## config.mk

```make
export PLATFORM = sky130hd
export DESIGN_NAME = id_ex_stage
export DESIGN_NICKNAME = d
export VERILOG_FILES = /design/src/rtl/id_ex_stage.sv
export SDC_FILE = /design/constraint.sdc
export NUM_CORES = 1
export LEC_CHECK = 0
export ABC_AREA = 0
export BUFFER_PORTS_ARGS = -buffer_cell sky130_fd_sc_hd__buf_2
export CORE_AREA = 2 2 116 118
export DETAILED_ROUTE_END_ITERATION = 8
export DIE_AREA = 0 0 118 120
export PLACE_DENSITY_LB_ADDON = 0.25
export SETUP_SLACK_MARGIN = 0.02
export SKIP_CTS_REPAIR_TIMING = 1
export SYNTH_ARGS = -nofsm -noshare
export SYNTH_HDL_FRONTEND = slang
export SYNTH_SLANG_ARGS = --single-unit
```

## constraint.sdc

```tcl
create_clock -name clk -period 6.04 [get_ports clk]
set_input_delay 0.302 -clock clk [delete_from_list [all_inputs] [get_ports clk]]
set_output_delay 0.302 -clock clk [all_outputs]
set_load 0.005 [all_outputs]
```

## src/rtl/id_ex_stage.sv

```systemverilog
// ID/EX pipeline register: latches decoded control and operands, bypasses the
// same-cycle WB write, pre-computes EX forwarding selects and detects load-use hazards.
module id_ex_stage #(
    parameter int DATA_W  = 32,
    parameter int ALUOP_W = 4,
    parameter int CNT_W   = 16
) (
    input  logic               clk,
    input  logic               reset,
    input  logic               stall_in,
    input  logic               flush,
    input  logic               id_valid,
    input  logic [4:0]         id_rs,
    input  logic [4:0]         id_rt,
    input  logic               id_uses_rs,
    input  logic               id_uses_rt,
    input  logic [4:0]         id_dest,
    input  logic [DATA_W-1:0]  id_read_data1,
    input  logic [DATA_W-1:0]  id_read_data2,
    input  logic [DATA_W-1:0]  id_imm,
    input  logic               id_reg_write,
    input  logic               id_mem_read,
    input  logic               id_mem_write,
    input  logic               id_alu_src,
    input  logic [ALUOP_W-1:0] id_alu_op,
    input  logic               exmem_reg_write,
    input  logic [4:0]         exmem_dest,
    input  logic               wb_reg_write_en,
    input  logic [4:0]         wb_dest,
    input  logic [DATA_W-1:0]  wb_data,
    output logic               ex_valid,
    output logic               ex_reg_write,
    output logic               ex_mem_read,
    output logic               ex_mem_write,
    output logic               ex_alu_src,
    output logic [ALUOP_W-1:0] ex_alu_op,
    output logic [4:0]         ex_dest,
    output logic [DATA_W-1:0]  ex_op_a,
    output logic [DATA_W-1:0]  ex_op_b,
    output logic [DATA_W-1:0]  ex_imm,
    output logic [1:0]         ex_fwd_a,
    output logic [1:0]         ex_fwd_b,
    output logic               hazard_stall,
    output logic [CNT_W-1:0]   bubble_count
);

    localparam logic [1:0] FWD_REG   = 2'b00;
    localparam logic [1:0] FWD_EXMEM = 2'b01;
    localparam logic [1:0] FWD_MEMWB = 2'b10;

    // $0 is hardwired to zero, so it never forwards and never creates a hazard.
    function automatic logic src_match(input logic uses, input logic [4:0] r,
                                       input logic [4:0] src);
        return uses && (r != 5'd0) && (r == src);
    endfunction

    logic              rs_from_ex, rt_from_ex;
    logic              rs_from_mem, rt_from_mem;
    logic              rs_from_wb, rt_from_wb;
    logic              load_use;
    logic              insert_bubble;
    logic [1:0]        fwd_a_nxt, fwd_b_nxt;
    logic [DATA_W-1:0] op_a_nxt, op_b_nxt;

    always_comb begin
        rs_from_ex  = ex_valid && ex_reg_write && src_match(id_uses_rs, ex_dest, id_rs);
        rt_from_ex  = ex_valid && ex_reg_write && src_match(id_uses_rt, ex_dest, id_rt);
        rs_from_mem = exmem_reg_write && src_match(id_uses_rs, exmem_dest, id_rs);
        rt_from_mem = exmem_reg_write && src_match(id_uses_rt, exmem_dest, id_rt);
        rs_from_wb  = wb_reg_write_en && src_match(id_uses_rs, wb_dest, id_rs);
        rt_from_wb  = wb_reg_write_en && src_match(id_uses_rt, wb_dest, id_rt);

        // The instruction now in EX has priority over the older one in EX/MEM.
        if (rs_from_ex)
            fwd_a_nxt = FWD_EXMEM;
        else if (rs_from_mem)
            fwd_a_nxt = FWD_MEMWB;
        else
            fwd_a_nxt = FWD_REG;

        if (rt_from_ex)
            fwd_b_nxt = FWD_EXMEM;
        else if (rt_from_mem)
            fwd_b_nxt = FWD_MEMWB;
        else
            fwd_b_nxt = FWD_REG;

        // register_file is not write-through, so its read port is stale on a WB hit.
        op_a_nxt = rs_from_wb ? wb_data : id_read_data1;
        op_b_nxt = rt_from_wb ? wb_data : id_read_data2;
    end

    assign load_use = ex_valid && ex_mem_read &&
                      (src_match(id_uses_rs, ex_dest, id_rs) ||
                       src_match(id_uses_rt, ex_dest, id_rt));

    assign hazard_stall  = id_valid && load_use && !flush;
    assign insert_bubble = flush || hazard_stall || !id_valid;

    always_ff @(posedge clk or negedge reset) begin
        if (!reset) begin
            ex_valid     <= 1'b0;
            ex_reg_write <= 1'b0;
            ex_mem_read  <= 1'b0;
            ex_mem_write <= 1'b0;
            ex_alu_src   <= 1'b0;
            ex_alu_op    <= '0;
            ex_dest      <= '0;
            ex_op_a      <= '0;
            ex_op_b      <= '0;
            ex_imm       <= '0;
            ex_fwd_a     <= FWD_REG;
            ex_fwd_b     <= FWD_REG;
            bubble_count <= '0;
        end else if (!stall_in) begin
            if (insert_bubble) begin
                ex_valid     <= 1'b0;
                ex_reg_write <= 1'b0;
                ex_mem_read  <= 1'b0;
                ex_mem_write <= 1'b0;
                ex_alu_src   <= 1'b0;
                ex_alu_op    <= '0;
                ex_dest      <= '0;
                ex_op_a      <= '0;
                ex_op_b      <= '0;
                ex_imm       <= '0;
                ex_fwd_a     <= FWD_REG;
                ex_fwd_b     <= FWD_REG;
                // Only squashed real instructions count; idle ID slots do not.
                if (id_valid && (bubble_count != {CNT_W{1'b1}}))
                    bubble_count <= bubble_count + CNT_W'(1);
            end else begin
                ex_valid     <= 1'b1;
                ex_reg_write <= id_reg_write;
                ex_mem_read  <= id_mem_read;
                ex_mem_write <= id_mem_write;
                ex_alu_src   <= id_alu_src;
                ex_alu_op    <= id_alu_op;
                ex_dest      <= id_dest;
                ex_op_a      <= op_a_nxt;
                ex_op_b      <= op_b_nxt;
                ex_imm       <= id_imm;
                ex_fwd_a     <= fwd_a_nxt;
                ex_fwd_b     <= fwd_b_nxt;
            end
        end
    end

endmodule

```

# Word-level counts from Yosys, hierarchy flattened
# Index checks and enable logic that the tools add are counted.
# totals
register_bits,130
out_inout_bits,131
word_cells,73
# op_classes
addsub,1
n_eq_ne,7
muxes,18
bitwise_logic,1
reduce_logical,33
# ops
op,n
$mux W32,5
$eq A5 B5 Y1,6
$logic_and A1 B1 Y1,24
$add A16 B1 Y16 const B,1
$ne A16 B16 Y1 const B,1
$reduce_bool A5 Y1,3
$mux W2,6
$mux W1,5
$mux W5,1
$mux W4,1
$logic_or A1 B1 Y1,3
$reduce_and A3 Y1,1
$logic_not A1 Y1,2
$not A1 Y1,1

# Logic depth before layout (Yosys ltp)
# logic_depth
ltp_word,10
ltp_mapped,8

# Worst setup path after synthesis
# Ideal clock, no wire load.
# synth_timing
kind,reg2reg
start,reg ex_dest[1]
end,reg bubble_count[1]
setup_time_ps,127
arrival_ps,1982
t_required_ps,5913
setup_slack_ps,3931
path_stages_with_launch,7
n_path_buf,1
period_less_slack_ps,2109
cell_sequence,dfrtp_1 -> or4_1 -> nor2_2 -> nor4_2 -> o31ai_4 -> buf_6 -> mux2_1
# synth_via
elab_chain_len,10
word_cells_on_any_way,14
# synth_lines
item,line,rtl
"start, declared",37,"output logic [4:0] ex_dest,"
"start signal, assigned",139,ex_dest <= id_dest;
$reduce_bool A5 Y1,54,return uses && (r != 5'd0) && (r == src);
$logic_and A1 B1 Y1 (2 in a row),54,
$logic_or A1 B1 Y1 (*),94,"(src_match(id_uses_rs, ex_dest, id_rs) ||"
$logic_and A1 B1 Y1 (*),93,assign load_use = ex_valid && ex_mem_read &&
$logic_and A1 B1 Y1 (*) (2 in a row),97,assign hazard_stall = id_valid && load_use && !flush;
$logic_or A1 B1 Y1 (*) (2 in a row),98,assign insert_bubble = flush || hazard_stall || !id_valid;
$reduce_and A3 Y1 (no line) (*),-,
"end signal, assigned",131,bubble_count <= bubble_count + CNT_W'(1);
"end, declared",44,output logic [CNT_W-1:0] bubble_count
# Mark *: on every way between the ends. The rest lies on a longest branch, timed or not.
# A chain may end at the register's enable or synchronous reset.

# Worst setup path in the final report
# layout_timing
start,reg ex_dest[4]
end,reg ex_op_a[14]
# layout_via
elab_chain_len,10
word_cells_on_any_way,14
# layout_lines
item,line,rtl
$reduce_bool A5 Y1,54,
$logic_and A1 B1 Y1 (2 in a row),54,
$logic_or A1 B1 Y1 (*),94,
$logic_and A1 B1 Y1 (*),93,
$logic_and A1 B1 Y1 (*) (2 in a row),97,
$logic_or A1 B1 Y1 (*) (2 in a row),98,
$mux W32 (*),116,if (insert_bubble) begin
"end signal, assigned",140,ex_op_a <= op_a_nxt;
"end, declared",38,"output logic [DATA_W-1:0] ex_op_a,"
# Marked as above.

==> reports/metrics.yaml <==
layout:
  fin_util_pct: 62.1
  finalNonFillerCells: 998
  nets: 983
  num_antenna_cells: 0
  layout-drive-gt1-share_pct: 41.7
  area.growth.synth_to_final_pct: 35.4
run:
  cap_violations: 0
routing:
  ant_nets: 0
  finalWirelength_um: 17200
  vias: 5198
  dr.pass1.iters: 5
  routedWlPerCell_um: 17.2
  via_per_inst: 5.21
  drc: 0
  drt-initial-drc-count: 278
global_routing:
  grt_max_degree: 89
  overflow: 0
  grt_pass1_vias: 5213
  antenna_found_initial: 0
  grt_pass1_wl_um: 26800
  track_usage_pct: 24.1
clock_tree:
  cts_buffers: 17
  clock_sinks: 130
  clkTransAtPathRegs_ns: 0.05
  cts_buffer_depth: 2
  cts_tree: "yes"
  clkLatencyLatePin_ns: 0.40
  htree_num_levels: 4
  root_buffer: "clkbuf_16"
sta:
  slew_viol_final: 0
  finalHoldViolCount: 87
  min_period_ns: 2.75
  setup_tns_ns: 0
  worstMarginPinSlew_ns: 1.19
  relSlewSlack_pct: 20.7
  min_period_over_period_pct: 45.5
  rsz0062_at_grt: "no"
  setup_viol: 0
  clock-skew-final_ns: 0.00719
  clock.fmax_mhz: 364
  worst_hold_slack_ns: -0.0368
pwr:
  power_density_mw_per_mm2: 278
  cellLeakagePower_uw: 0.00416
  seqPwrFrac_pct: 43.6
  p_int_uw: 1710
  power.total_uw: 2240
  clockPowerShare_pct: 44.0
  combPwrFrac_pct: 12.4
  power.switching_uw: 533
  sw_frac_of_total_pct: 23.8
  ir_worst_vdd_mv: 0.159
yosys:
  synthCells: 521
  synth-seq-cells: 130
  ys.flop_type: "dfrtp_1"
  syn_nets: 692
  yosysSeqAreaShare_pct: 54.6
  synth_edf_count: 0
  synth_area_sq_mm: 0.00596
  yosys_warnings: 0
  yosys-top-cells-area: "dfrtp_1 55%, mux2i_1 11%, a22o_1 6.6%"
  yosysTopAreaCell: "dfrtp_1"
  synthTopCellsByCount: "130 x dfrtp_1, 77 x nand2_1, 64 x mux2i_1"
  synth_top_area_share_pct: 54.6
  avgSynthCellArea_sq_um: 11.4
  synth.most_common_cell: "dfrtp_1"
  ys_types: 38
  ys_async_sr_fraction_pct: 100
placement:
  place_inst: 969
  hpwl_um: 12700
  io_buffers: 300
  gp_congestion: 0.862
die:
  die_w_um: 118
  start_util_pct: 45.9
  die_area_sq_mm: 0.0142
  rows: 42
  dieHeight_um: 120
  ios: 301
  core_area_sq_mm: 0.0130
critical_path:
  cp.arrival_ns: 2.97
  path_cells: "xnor2_1 > nand4_1 > nor4_2 > o211ai_2 > nand2_2 > o21ai_0"
  crit_path_max_incr_delay_ns: 0.87
  path_class: "reg -> reg"
  end_kind: "flip-flop"
  cp.required_ns: 6.26
  path_delay_family: "simple AND/OR/NAND/NOR gates"
  slowest_stage: "nand2_2"
  start_kind: "flip-flop"
  crit_fanout: 69
  critPathBufInv: 0
outcome:
  violations: "negative hold slack"
  status: "finished with violations"
hold_path:
  hold_path.class: "in -> async"
[power groups by stage]
stage / sequential, uW / clock (uW) / combinational [uW]
2_1_floorplan: 989 / 0 / 116
4_1_cts: 976 / 1000 / 283
3_5_place_dp: 989 / 0 / 282
5_1_grt: 983 / 1040 / 308
6_report: 977 / 986 / 279
3_3_place_gp: 987 / 0 / 275
[registers in the layout (all words and copies together), names as in the netlist, 2 cells and up]
signal	cells
ex_dest	5
ex_imm	32
ex_op_b	32
ex_fwd_a	2
ex_op_a	32
ex_fwd_b	2
ex_alu_op	4
bubble_count	16
[routing by layer]
metal	routed length, um	vias up	global-route usage [%]	share of wire (%)
met2	8680	210	40.7	51
met4	335	0	9.64	2.0
met1	7230	2529	30.6	42
met5	0	-	0	0
met3	934	28	4.71	5.4
li1	-	2431	-	-
[logic make-up after synthesis]
| group | after synthesis | synth area share [%] |
|---|---|---|
| adders and majority gates | 1 | 0.210 |
| buffers and inverters | 35 | 4.12 |
| and+or+nand+nor | 126 | 10.0 |
| DFF | 130 | 54.6 |
| xor gates and xnor gates | 45 | 6.62 |
| AOI/OAI and AO/OA | 119 | 13.5 |
| muxes | 65 | 10.9 |
[stage by stage]
step | hold WS [ns] | worst slack (ns) | instance area (sq um)
final | -0.0368 | 3.29 | 8060
after global routing | 0.0188 | 2.96 | 8060
after CTS | -0.0129 | 3.28 | 8060
after detailed placement | 0.423 | 3.14 | 7500
after global placement | 0.408 | 3.25 | 7500
after floorplan | 0.00641 | 3.93 | 5960
[final timing paths]
path / start / to / slack (ns) / cells after the start
setup / recovery: ex_dest[4]$_DFFE_PN0N_ / ex_op_a[14]$_DFFE_PN0N_ / 3.29 / 6
hold / removal: reset / ex_op_a[24]$_DFFE_PN0N_ / -0.04 / 1
setup reg to reg: ex_dest[4]$_DFFE_PN0N_ / ex_op_a[14]$_DFFE_PN0N_ / 3.29 / 6
hold reg to reg: ex_op_a[25]$_DFFE_PN0N_ / ex_op_a[25]$_DFFE_PN0N_ / 0.48 / 2
max in group asynchronous: reset / ex_op_a[1]$_DFFE_PN0N_ / 5.00 / 2
min in group clk: id_imm[8] / ex_imm[8]$_DFFE_PN0N_ / 0.11 / 2
[layout by cell type, fill, tap and decap left out, drive strengths merged, types with 22 or more instances in the layout]
cell type,Yosys,layout
mux2i,64,64
buf,14,304
xor2,23,23
a22o,45,45
nand2,78,78
o21ai,68,68
dfrtp,130,130
clkbuf,18,23
xnor2,22,22
[final cells by class]
class	instances	area, sq um
Tap cell	176	220
Clock buffer	23	488
Timing Repair Buffer	304	1540
Inverter	3	11.3
Sequential cell	130	3250
Fill cell	1074	4920
Clock inverter	6	80.1
Multi-Input combinational cell	356	2470
Note: power is estimated with default switching activity, not from simulation.
